===== src/rtl/mem_port_arbiter_pkg.sv =====
// Shared types, default sizes and the one-hot helper for the memory-port arbiter
// and any other arbiter that reuses the round-robin picker.
package mem_port_arbiter_pkg;

    localparam int DEF_NUM_REQ   = 4;
    localparam int DEF_ADDR_SIZE = 4;
    localparam int DEF_BYTE_SIZE = 8;

    // Widest requester count any instance may use; onehot() is sized to it.
    localparam int MAX_REQ   = 8;
    localparam int MAX_IDX_W = 3;

    typedef logic [DEF_ADDR_SIZE-1:0]       addr_t;
    typedef logic [DEF_BYTE_SIZE-1:0]       data_t;
    typedef logic [DEF_NUM_REQ-1:0]         req_vec_t;
    typedef logic [$clog2(DEF_NUM_REQ)-1:0] idx_t;

    function automatic logic [MAX_REQ-1:0] onehot(input logic [MAX_IDX_W-1:0] idx);
        onehot      = '0;
        onehot[idx] = 1'b1;
    endfunction

endpackage


===== src/rtl/mem_port_arbiter_rr_pick.sv =====
// Combinational round-robin picker: first set request found scanning upward
// from ptr and wrapping at NUM_REQ-1, returned both one-hot and as an index.
module rr_pick #(
    parameter int NUM_REQ = 4,
    parameter int IDX_W   = 2
) (
    input  logic [NUM_REQ-1:0] req,
    input  logic [IDX_W-1:0]   ptr,
    output logic [NUM_REQ-1:0] gnt,
    output logic [IDX_W-1:0]   idx,
    output logic               any
);

    int j;

    // The wrap is explicit so non-power-of-two counts never index past NUM_REQ-1.
    always_comb begin
        gnt = '0;
        idx = '0;
        any = 1'b0;
        j   = 0;
        for (int k = 0; k < NUM_REQ; k++) begin
            j = int'(ptr) + k;
            if (j >= NUM_REQ) begin
                j = j - NUM_REQ;
            end
            if (!any && req[j]) begin
                any    = 1'b1;
                idx    = IDX_W'(j);
                gnt[j] = 1'b1;
            end
        end
    end

endmodule


===== src/rtl/mem_port_arbiter.sv =====
// Round-robin arbiter sharing one memory write port and one combinational read
// port among NUM_REQ requesters, with a lock for multi-cycle bursts.
module mem_port_arbiter
    import mem_port_arbiter_pkg::*;
#(
    parameter int NUM_REQ   = DEF_NUM_REQ,
    parameter int ADDR_SIZE = DEF_ADDR_SIZE,
    parameter int BYTE_SIZE = DEF_BYTE_SIZE
) (
    input  logic                           clock,
    input  logic                           reset_n,
    input  logic [NUM_REQ-1:0]             req,
    input  logic [NUM_REQ-1:0]             we,
    input  logic [NUM_REQ-1:0]             lock,
    input  logic [NUM_REQ*ADDR_SIZE-1:0]   addr,
    input  logic [NUM_REQ*BYTE_SIZE-1:0]   wdata,
    output logic [NUM_REQ-1:0]             gnt,
    output logic [NUM_REQ-1:0]             rvalid,
    output logic [BYTE_SIZE-1:0]           rdata,
    output logic                           mem_wen,
    output logic [ADDR_SIZE-1:0]           mem_waddr,
    output logic [BYTE_SIZE-1:0]           mem_wdata,
    output logic [ADDR_SIZE-1:0]           mem_raddr,
    input  logic [BYTE_SIZE-1:0]           mem_rdata
);

    localparam int IDX_W = (NUM_REQ > 1) ? $clog2(NUM_REQ) : 1;

    logic [IDX_W-1:0]   ptr;
    logic [IDX_W-1:0]   owner;
    logic               owner_valid;
    logic               owner_hit;

    logic [NUM_REQ-1:0] pick_gnt;
    logic [IDX_W-1:0]   pick_idx;
    logic               pick_any;

    logic [MAX_REQ-1:0] owner_oh_full;
    logic [NUM_REQ-1:0] owner_oh;
    logic               unused_oh;

    logic [NUM_REQ-1:0] sel_oh;
    logic [IDX_W-1:0]   g_idx;
    logic               g_any;
    logic [IDX_W-1:0]   ptr_next;

    rr_pick #(
        .NUM_REQ (NUM_REQ),
        .IDX_W   (IDX_W)
    ) u_rr_pick (
        .req (req),
        .ptr (ptr),
        .gnt (pick_gnt),
        .idx (pick_idx),
        .any (pick_any)
    );

    assign owner_oh_full = onehot(MAX_IDX_W'(owner));
    assign owner_oh      = owner_oh_full[NUM_REQ-1:0];
    assign unused_oh     = ^owner_oh_full;

    // A locked owner keeps the port only while it is still requesting.
    assign owner_hit = owner_valid & req[owner];
    assign sel_oh    = owner_hit ? owner_oh : pick_gnt;
    assign g_idx     = owner_hit ? owner : pick_idx;
    assign g_any     = owner_hit | pick_any;

    assign gnt     = reset_n ? sel_oh : '0;
    assign mem_wen = reset_n & g_any & we[g_idx];

    always_comb begin
        mem_waddr = addr[0 +: ADDR_SIZE];
        mem_wdata = wdata[0 +: BYTE_SIZE];
        if (g_any) begin
            mem_waddr = addr[int'(g_idx)*ADDR_SIZE +: ADDR_SIZE];
            mem_wdata = wdata[int'(g_idx)*BYTE_SIZE +: BYTE_SIZE];
        end
    end

    assign mem_raddr = mem_waddr;
    assign ptr_next  = (g_idx == IDX_W'(NUM_REQ-1)) ? '0 : g_idx + 1'b1;

    // Accepted reads capture the memory output; a locked accept freezes the pointer.
    always_ff @(posedge clock or negedge reset_n) begin
        if (!reset_n) begin
            ptr         <= '0;
            owner       <= '0;
            owner_valid <= 1'b0;
            rdata       <= '0;
            rvalid      <= '0;
        end else begin
            rvalid <= '0;
            if (g_any) begin
                if (!we[g_idx]) begin
                    rdata  <= mem_rdata;
                    rvalid <= sel_oh;
                end
                if (lock[g_idx]) begin
                    owner       <= g_idx;
                    owner_valid <= 1'b1;
                end else begin
                    owner_valid <= 1'b0;
                    ptr         <= ptr_next;
                end
            end else begin
                owner_valid <= 1'b0;
            end
        end
    end

endmodule


===== config.mk =====
export PLATFORM = sky130hd
export DESIGN_NAME = mem_port_arbiter
export DESIGN_NICKNAME = d
export VERILOG_FILES = /design/src/rtl/mem_port_arbiter_pkg.sv /design/src/rtl/mem_port_arbiter_rr_pick.sv /design/src/rtl/mem_port_arbiter.sv
export SDC_FILE = /design/constraint.sdc
export NUM_CORES = 1
export LEC_CHECK = 0
export CAP_MARGIN = 10
export CORE_MARGIN = 5
export CORE_UTILIZATION = 36
export CTS_CLUSTER_SIZE = 20
export DETAILED_ROUTE_END_ITERATION = 16
export HOLD_SLACK_MARGIN = 0.1
export PLACE_DENSITY = 0.76
export RECOVER_POWER = 50
export SKIP_LAST_GASP = 1
export SYNTH_ARGS = -nofsm -noshare
export SYNTH_HDL_FRONTEND = slang
export SYNTH_SLANG_ARGS = --single-unit

===== constraint.sdc =====
create_clock -name clock -period 8.9 [get_ports clock]
set_clock_uncertainty 0.15 [all_clocks]
set_input_delay 1.78 -clock clock [delete_from_list [all_inputs] [get_ports clock]]
set_output_delay 1.78 -clock clock [all_outputs]
set_load 0.03 [all_outputs]

== After elaboration in Yosys (flattened, before gate mapping) ==
Cells that the tools add are included.

* Flip-flop bits (word level): 17
* Bits of input ports: 70
* Output and inout bits: 33
* Word-level logic and storage cells: 109

* Add/sub/neg operators: 8
* $lt $le $gt $ge: 16
* Equality and inequality tests: 1
* Shift operators: 2
* Multiplexer cells: 54
* Bitwise logic cells: 9
* Reductions and logical operators: 14

{| class="wikitable"
|+ Operators with widths
! kind !! count
|-
| greater-or-equal comparator 32 x 1 -> 1 bit, second input constant || 4
|-
| < comparator 32 x 4 -> 1 bit, second input constant || 4
|-
| 2-to-1 mux 32 bit || 4
|-
| greater-or-equal comparator 32 x 4 -> 1 bit, second input constant || 3
|-
| subtractor 32 x 4 -> 32 bit, second input constant || 3
|-
| 2-to-1 mux 4 bit || 9
|-
| indexed part select 32 x 6 -> 8 bit || 1
|-
| 2-to-1 mux 1 bit || 22
|-
| indexed part select 16 x 5 -> 4 bit || 1
|-
| binary-select mux 1 bit (select 2 bit) || 7
|-
| 2-to-1 mux 2 bit || 6
|-
| OR 4 bit || 3
|-
| demux 1 bit (select 2 bit) || 5
|-
| logical AND 1 bit || 8
|-
| 2-to-1 mux 8 bit || 1
|-
| adder 2 x 2 -> 3 bit, second input constant || 2
|-
| < comparator 2 x 3 -> 1 bit, second input constant || 2
|-
| AND reduction 2 bit || 3
|-
| < comparator 2 x 4 -> 1 bit, second input constant || 1
|-
| subtractor 2 x 3 -> 4 bit, second input constant || 1
|-
| adder 2 x 1 -> 3 bit, second input constant || 1
|-
| bitwise AND 1 bit || 3
|-
| greater-or-equal comparator 2 x 3 -> 1 bit, second input constant || 1
|-
| zero test 1 bit || 3
|-
| 5 further kinds || 6
|}

== Depth between registers and ports, before layout ==
Gate-level depths: netlist of run 1.

* Depth in word-level cells: 20
* Gate-level depth with buffers: 13
* Gate-level depth less buffers: 9

== Hierarchy ==
From an unflattened synthesis of run 1, not the netlist that was laid out.

* Cell total of the unflattened synthesis: 196
* Area, all modules: 1910.6 sq um

{| class="wikitable"
|+ By module, submodules not included
! module !! times used !! cells each !! area an instance (sq um) !! sequential area each (sq um)
|-
| mem_port_arbiter || 1 || 148 || 1450.1 || 425.4
|-
| rr_pick || 1 || 48 || 460.4 || 0.0
|}

== Worst setup path after synthesis of run 1 ==
OpenSTA, ideal clock, no wires.

* Path kind: input-to-output
* Start: input port req[0]
* End: output port mem_waddr[2]
* Data arrival time: 4227 ps
* Data required time: 6970 ps
* Path slack: 2743 ps
* Cell stages on the path: 10
* Buffers on the path: 5
* Cell sequence: buf_2 > or3b_2 > a211oi_1 > nor4b_1 > o22a_1 > buf_2 > buf_2 > buf_1 > a21oi_1 > buf_4

* Longest elaborated chain between the ends: 16
* Elaborated cells between the ends (all ways): 33
* Those cells by class: 1 x shift; 24 x mux; 2 x bitwise; 6 x reduce/logical

{| class="wikitable"
|+ Ends and longest elaborated chain
! item !! line !! source
|-
| from (decl) || mem_port_arbiter.sv:12 || <nowiki>input logic [NUM_REQ-1:0] req,</nowiki>
|-
| binary-select mux 1 bit (select 2 bit) || mem_port_arbiter_rr_pick.sv:27 || <nowiki>if (!any && req[j]) begin</nowiki>
|-
| 2-to-1 mux 1 bit (not written as such) (2 in series) || mem_port_arbiter_rr_pick.sv:27 ||
|-
| 2-to-1 mux 1 bit || mem_port_arbiter_rr_pick.sv:27 ||
|-
| zero test 1 bit || mem_port_arbiter_rr_pick.sv:27 ||
|-
| logical AND 1 bit || mem_port_arbiter_rr_pick.sv:27 ||
|-
| 2-to-1 mux 1 bit || mem_port_arbiter_rr_pick.sv:27 ||
|-
| zero test 1 bit || mem_port_arbiter_rr_pick.sv:27 ||
|-
| logical AND 1 bit || mem_port_arbiter_rr_pick.sv:27 ||
|-
| 2-to-1 mux 1 bit || mem_port_arbiter_rr_pick.sv:27 ||
|-
| zero test 1 bit || mem_port_arbiter_rr_pick.sv:27 ||
|-
| logical AND 1 bit || mem_port_arbiter_rr_pick.sv:27 ||
|-
| 2-to-1 mux 2 bit || mem_port_arbiter_rr_pick.sv:27 ||
|-
| 2-to-1 mux 2 bit || mem_port_arbiter.sv:65 || <nowiki>assign g_idx = owner_hit ? owner : pick_idx;</nowiki>
|-
| indexed part select 16 x 5 -> 4 bit || mem_port_arbiter.sv:75 || <nowiki>mem_waddr = addr[int'(g_idx)*ADDR_SIZE +: ADDR_SIZE];</nowiki>
|-
| 2-to-1 mux 4 bit * || mem_port_arbiter.sv:74 || <nowiki>if (g_any) begin</nowiki>
|-
| to (decl) || mem_port_arbiter.sv:21 || <nowiki>output logic [ADDR_SIZE-1:0] mem_waddr,</nowiki>
|}

Every way passes the cells marked *; elsewhere a longest branch is shown, timed or not. The select of a mux whose other input is x is not followed.

== Final worst setup path of run 1 ==
* Start: input port req[3]
* End: output port mem_wdata[0]

* Longest elaborated chain between the ends: 16
* Elaborated cells between the ends (all ways): 33
* Those cells by class: 1 x shift; 24 x mux; 2 x bitwise; 6 x reduce/logical

{| class="wikitable"
|+ Ends and longest elaborated chain
! item !! line !! source
|-
| binary-select mux 1 bit (select 2 bit) || mem_port_arbiter_rr_pick.sv:27 ||
|-
| 2-to-1 mux 1 bit (not written as such) (2 in series) || mem_port_arbiter_rr_pick.sv:27 ||
|-
| 2-to-1 mux 1 bit || mem_port_arbiter_rr_pick.sv:27 ||
|-
| zero test 1 bit || mem_port_arbiter_rr_pick.sv:27 ||
|-
| logical AND 1 bit || mem_port_arbiter_rr_pick.sv:27 ||
|-
| 2-to-1 mux 1 bit || mem_port_arbiter_rr_pick.sv:27 ||
|-
| zero test 1 bit || mem_port_arbiter_rr_pick.sv:27 ||
|-
| logical AND 1 bit || mem_port_arbiter_rr_pick.sv:27 ||
|-
| 2-to-1 mux 1 bit || mem_port_arbiter_rr_pick.sv:27 ||
|-
| zero test 1 bit || mem_port_arbiter_rr_pick.sv:27 ||
|-
| logical AND 1 bit || mem_port_arbiter_rr_pick.sv:27 ||
|-
| 2-to-1 mux 2 bit || mem_port_arbiter_rr_pick.sv:27 ||
|-
| 2-to-1 mux 2 bit || mem_port_arbiter.sv:65 ||
|-
| indexed part select 32 x 6 -> 8 bit || mem_port_arbiter.sv:76 || <nowiki>mem_wdata = wdata[int'(g_idx)*BYTE_SIZE +: BYTE_SIZE];</nowiki>
|-
| 2-to-1 mux 8 bit * || mem_port_arbiter.sv:74 ||
|-
| to (decl) || mem_port_arbiter.sv:22 || <nowiki>output logic [BYTE_SIZE-1:0] mem_wdata,</nowiki>
|}

Marks and branches as above.

==> results.toml, run 1 <==
[pwr]
p_leak_nw = 1.175
vdd_drop_max_mv = 0.3210
swShare_pct = 52.33
p_seq_share_pct = 11.3
power_switching_w = 0.0007239
comb_power_share_pct = 84.7
power.internal_w = 0.0006594
power_density_nw_per_um2 = 485.3
clock_power_share_pct = 3.9

[placed_design]
place.gp.congestion = 0.7738
place_area_um2 = 2809
io_buffers = 102
place_hpwl_um = 4186

[finish]
diodes = 0
drive_gt1_share_pct = 7.167
areaGrowthSynthToFinish_pct = 56.46
final_common_cell = "clkdlybuf4s50_1"
finalInstanceArea_um2 = 2850
nNetsFinal = 369
final_cell_mix = "clkdlybuf4s50_1, mux2i_1, a21oi_1"

[routing]
routed_wl_um = 5153
vias = 1857
drt_iter0_drc = 59
post_drt_via_cell_ratio = 5.158
wl_met1_um = 2072
highest_layer = "met4"
drtAntennaViolNets = 0
first_pass_iters = 4
wl_met2_um = 2424
wl_met3_um = 573
post_drt_wl_per_cell_um = 14.31
route.detailed.drc = 0

[floorplan]
start_util_pct = 37.82
die_x_um = 81.14
num_rows = 25
top_level_ports = 103
core_region_area_um2 = 4817
die_area_um2 = 6583
die_y_um = 81.14

[logic_synthesis]
synth_seq_cells = 17
synth_top_cell_by_area = "dfrtp_1"
postSynthAreaPerCell_um2 = 8.801
ys_warn_count = 0
yosysUniqueCellTypes = 41
synthTopCellsByArea = "dfrtp_1, mux2i_1, mux2_4"
syn-num-nets = 282
synth_cells = 207
yosysTopAreaCellShare_pct = 23.35
synth_seq_area_share_pct = 23.35
syn_area_um2 = 1822

[critical_path]
max_stage_delay_ns = 0.92
r2r_slack_ns = 4.40
cp_max_fo = 46
critPathBufInv = 2
endpoint_kind = "output port"
worstSetupStartpoint = "req[3]"
rr_worst_depth = 9
worst_path_dominant_cell_family = "compound AO/OA/AOI/OAI gates"
path_depth = 8
endpoint = "mem_wdata[0]"
r2r-end = "rdata[7]$_DFFE_PN0P_"
critPathSlowestCell = "o31a_2"
rr_startpoint = "ptr[0]$_DFFE_PN0P_"
cp-start-kind = "primary input"
crit_type = "primary input to output port"
arrival_ns = 5.42
required_ns = 6.97
crit_path_cell_trace = "dlygate4sd3_1, mux2i_1, o22ai_1, o31a_2, and2b_1, a211oi_1, a21oi_1, clkdlybuf4s50_1"

[grt]
grt-ovfl-total = 0
grt_pass1_vias = 1836
antenna_found_initial = 0
grt_use_total_pct = 15.10
grt_max_degree = 47
grt_pass1_wl_um = 8093

[clocking]
cts_max_path_buffers = 2
cts.repair.resized = 0
clk_latency_ns = 0.24
clk_pin_slew_ns = 0.06
cts_setup_buffers = 0
cts.sinks = 17
ctsHoldBuffers = 0
htreeDepth = 1
cts_tree = "done"
cts_made_buffers = 3
ctsRootBufferMaster = "clkbuf_8"

[timing]
period_share_pct = 82.61
rsz0062_at_grt = "no"
worst_pin_slew_ns = 1.177
setup_viol = 0
achievable-frequency_mhz = 136.0
post-route-min-period_ns = 7.352
tns_ns = 0
max_slew_margin_pct = 21.52
drv_slew = 0
finalHoldViolations = 0

[job]
cap_violations = 0

[run_status]
outcome = "finished, final reports clean"

[worst_hold_path]
hold_path_class = "register to register"
how the worst min path moves through the flow:
stage,startpoint,slack (ns),depth (start not counted),to
global placement,rdata[1]$_DFFE_PN0P_,0.34,1,rdata[1]$_DFFE_PN0P_
floorplan,owner[1]$_DFFE_PN0P_,0.41,2,owner[1]$_DFFE_PN0P_
finish,rdata[3]$_DFFE_PN0P_,0.36,1,rdata[3]$_DFFE_PN0P_
CTS,rdata[6]$_DFFE_PN0P_,0.37,1,rdata[6]$_DFFE_PN0P_
detailed placement,rdata[6]$_DFFE_PN0P_,0.35,1,rdata[6]$_DFFE_PN0P_
global route,rdata[6]$_DFFE_PN0P_,0.38,1,rdata[6]$_DFFE_PN0P_
cell type report:
| class | count | area (um^2) |
|---|---|---|
| tap | 67 | 83.83 |
| clock buffer | 4 | 45.04 |
| fill | 463 | 1967 |
| sequential | 17 | 425.4 |
| inverter | 6 | 22.52 |
| multi-input combinational | 163 | 1249 |
| timing repair buffer | 103 | 1025 |
metal layers:
| metal | track usage (%) | vias up |
|---|---|---|
| met3 | 5.876 | 8 |
| met2 | 24.71 | 90 |
| met5 | 0 | - |
| met4 | 4.054 | 0 |
| met1 | 18.47 | 830 |
| li1 | - | 929 |
stage by stage:
step | cells | total power [W] | worst slack, ns | hold slack (ns) | utilization [%]
after floorplan | 207 | 0.001033 | 2.743 | 0.4112 | -
after global placement | 356 | 0.001333 | 1.708 | 0.3397 | 58.31
after detailed placement | 356 | 0.001347 | 1.605 | 0.3467 | 58.31
after CTS | 360 | 0.001408 | 1.593 | 0.3666 | 59.25
after global routing | 360 | 0.001485 | 1.269 | 0.3772 | 59.17
final | 360 | 0.001383 | 1.548 | 0.3584 | 59.17
power groups by stage:
stage          registers [W]  clock network [W]  logic, W
6_report            0.000157          0.0000545   0.00117
5_1_grt             0.000164          0.0000613   0.00126
4_1_cts             0.000158          0.0000564   0.00119
3_5_place_dp        0.000160                  0   0.00119
3_3_place_gp        0.000158                  0   0.00118
2_1_floorplan       0.000181                  0  0.000852
cells by family after synthesis:
family          share of synthesized area, %
compound gates                         24.31
buf+inv                                8.173
mux                                    23.69
fa+ha+maj                              3.434
simple gates                           17.03
flops                                  23.35
worst reg2reg max path: cells and delay by family, from the launching register on:
family | cells | cell delay (ns)
flops | 1 | 0.71
fa+ha+maj | 1 | 0.44
mux | 2 | 0.85
compound gates | 3 | 1.47
simple gates | 2 | 0.55
buf+inv | 1 | 0.22
flip-flops by register name (all words and copies together) (netlist names):
signal / flops
ptr: 2
rdata: 8
owner: 2
rvalid: 4
owner_valid: 1
synth_stat cells (all sizes together):
master  count
buf        19
a21oi      21
a21o        2
a31oi       5
o22ai       3
o211ai      1
and3b       1
a211oi     14
ha          5
nand3b      2
nand2b      2
nand2      10
o21bai      1
a221oi      1
nor4b       2
o21ai      10
inv         6
mux2i      21
or3b        1
a22oi       1
o22a        1
and2        1
mux4        3
a22o        4
nor2b      16
o31a        1
dfrtp      17
nor2       13
mux2       11
nor3b       2
and2b       4
clkbuf      2
nand3       2
o31ai       2
Power figures use the tool's default switching activity.
==> inputs of run 2 (changes only) <==
- clock period: 8.9 -> 6.9 ns (I/O delays scaled with it)
==> run 2 against run 1 <==
Net effect:
- largest power group unchanged
- hold slack worse by 0.0045 ns
- sequential share of layout area is 0.13 points lower
- die area stayed put
- critical path depth is 1 higher
- power is 30% higher
- register-to-register slack worse by 1.6 ns
- via count is 1.1% lower
- combinational power is 31% higher
- clock power is 34% higher
- non-clock buffer count is 1 higher
- routed wire length is 0.66% lower
- final area is 0.88% higher
==> results.toml, run 2 (synthesized netlist as in run 1, its figures left out) <==
[placed_design]
place_area_um2 = 2829
io_buffers = 102
place_hpwl_um = 4102
place.gp.congestion = 0.8105
placedCellCount = 357

[finish]
largest_register = "rdata"
final_cell_mix = "clkdlybuf4s50_1, mux2i_1, a21oi_1"
fin_util_pct = 59.69
final_common_cell = "clkdlybuf4s50_1"
finalInstanceArea_um2 = 2875
largest_reg_flops = 8
diodes = 0
fillers = 447
top_regs = "rdata x8, rvalid x4"
drive_gt1_share_pct = 8.163
stdcell_count = 361
areaGrowthSynthToFinish_pct = 57.83
nNetsFinal = 370

[clocking]
clk_latency_ns = 0.25
ctsRootBufferMaster = "clkbuf_8"
ctsHoldBuffers = 0
cts.repair.resized = 0
cts.sinks = 17
cts_max_path_buffers = 2
cts_tree = "done"
cts_setup_buffers = 0
htreeDepth = 1
clk_pin_slew_ns = 0.07
cts_made_buffers = 3

[grt]
antenna_found_initial = 0
grt_max_degree = 47
grt_use_total_pct = 14.53
grt_pass1_vias = 1732
grt_pass1_wl_um = 7679
grt-ovfl-total = 0

[routing]
post_drt_via_cell_ratio = 5.089
drtAntennaViolNets = 0
route.detailed.drc = 0
highest_layer = "met4"
wl_met1_um = 2024
wl_met3_um = 613
post_drt_wl_per_cell_um = 14.18
wl_met2_um = 2418
first_pass_iters = 4
vias = 1837
drt_iter0_drc = 57
routed_wl_um = 5119

[critical_path]
critPathSlowestCell = "dlygate4sd3_1"
worst_path_dominant_cell_family = "buffers and inverters"
path_common_cell = "mux2i_1"
endpoint_kind = "output port"
crit_type = "primary input to output port"
critPathBufInv = 3
cp-start-kind = "primary input"
crit_path_cell_trace = "dlygate4sd3_1, mux2i_1, o22ai_1, o31a_2, buf_12, mux2_4, mux2i_1, nor2_1, clkdlybuf4s50_1"
required_ns = 5.37
max_stage_delay_ns = 0.74
arrival_ns = 4.53
cp_max_fo = 46

[floorplan]
core_region_area_um2 = 4817
top_level_ports = 103
die_y_um = 81.14
die_x_um = 81.14
num_rows = 25
start_util_pct = 37.82
die_area_um2 = 6583

[timing]
rsz0062_at_grt = "no"
finalHoldViolations = 0
post-route-min-period_ns = 6.061
drv_slew = 0
tns_ns = 0
worst_pin_slew_ns = 0.7822
period_share_pct = 87.84
achievable-frequency_mhz = 165.0
max_slew_margin_pct = 47.12
setup_viol = 0

[job]
cap_violations = 0

[worst_hold_path]
hold_path_class = "register to register"

[run_status]
outcome = "finished, final reports clean"

[pwr]
p_leak_nw = 1.192
vdd_drop_max_mv = 0.5420
power_density_nw_per_um2 = 626.0
run 2: cell count changes in the layout (fill, tap and decap cells not counted):
| cell | before | now |
|---|---|---|
| clkinv_2 | 0 | 1 |
| and2_0 | 1 | 0 |
| buf_4 | 0 | 1 |
| clkbuf_1 | 2 | 0 |
| buf_12 | 0 | 1 |
| and2_1 | 0 | 1 |
run 2: per-layer routing:
layer | up-vias | GRT usage (%)
met3 | 6 | 5.432
met5 | - | 0
met4 | 0 | 3.716
li1 | 933 | -
met1 | 809 | 17.13
met2 | 89 | 24.79
run 2: area by class of cell:
| class | count | area [um^2] | share of cell area, % |
|---|---|---|---|
| multi-input cells | 163 | 1249 | 43.43 |
| well taps | 67 | 83.83 | 2.916 |
| repair buffers | 104 | 1049 | 36.47 |
| clock inverters | 1 | 5.005 | 0.1741 |
| flip-flops and latches | 17 | 425.4 | 14.80 |
| inverters | 6 | 22.52 | 0.7833 |
| clock buffers | 3 | 41.29 | 1.436 |
run 2: path summary, 6_finish.rpt:
path | from | end | slack (ns) | depth (start not counted)
worst min register to register | rdata[6]$_DFFE_PN0P_ | rdata[6]$_DFFE_PN0P_ | 0.35 | 1
min in group asynchronous | reset_n | rvalid[3]$_DFF_PN0_ | 1.51 | 1
max in group asynchronous | reset_n | owner[0]$_DFFE_PN0P_ | 4.59 | 1
worst max register to register | ptr[0]$_DFFE_PN0P_ | rdata[2]$_DFFE_PN0P_ | 2.78 | 10
worst max-delay path | req[0] | mem_wen | 0.84 | 9
worst min-delay path | rdata[6]$_DFFE_PN0P_ | rdata[6]$_DFFE_PN0P_ | 0.35 | 1
run 2: metrics by stage:
step | power (W) | worst slack [ns] | hold slack, ns
global route | 0.001932 | 0.6002 | 0.3721
CTS | 0.001835 | 0.8931 | 0.3628
floorplan | 0.001333 | 1.543 | 0.4112
global placement | 0.001738 | 0.9475 | 0.3406
detailed placement | 0.001749 | 0.8911 | 0.3448
finish | 0.001800 | 0.8389 | 0.3539
run 2: report_power, final:
part           switching (W)  internal [W]  total [W]
Sequential         0.0000548      0.000147   0.000202
Clock              0.0000329     0.0000400  0.0000728
Combinational       0.000843      0.000682    0.00153
Total               0.000931      0.000869    0.00180
run 2: worst reg2reg max path: stages (launching register included):
cell,delay [ns]
dfrtp_1,0.72
inv_1,0.21
ha_1,0.48
mux4_2,0.62
o211ai_2,0.09
o31ai_1,0.10
o31a_2,0.33
buf_12,0.19
mux2_4,0.35
o22ai_4,0.39
mux2_2,0.39
==> inputs of run 3 (changes only) <==
- GPL_ROUTABILITY_DRIVEN: unset -> 0
- HOLD_SLACK_MARGIN: 0.1 -> unset
==> results of run 3 <==
Final layout, timing and power as in run 2 (identical DEF).
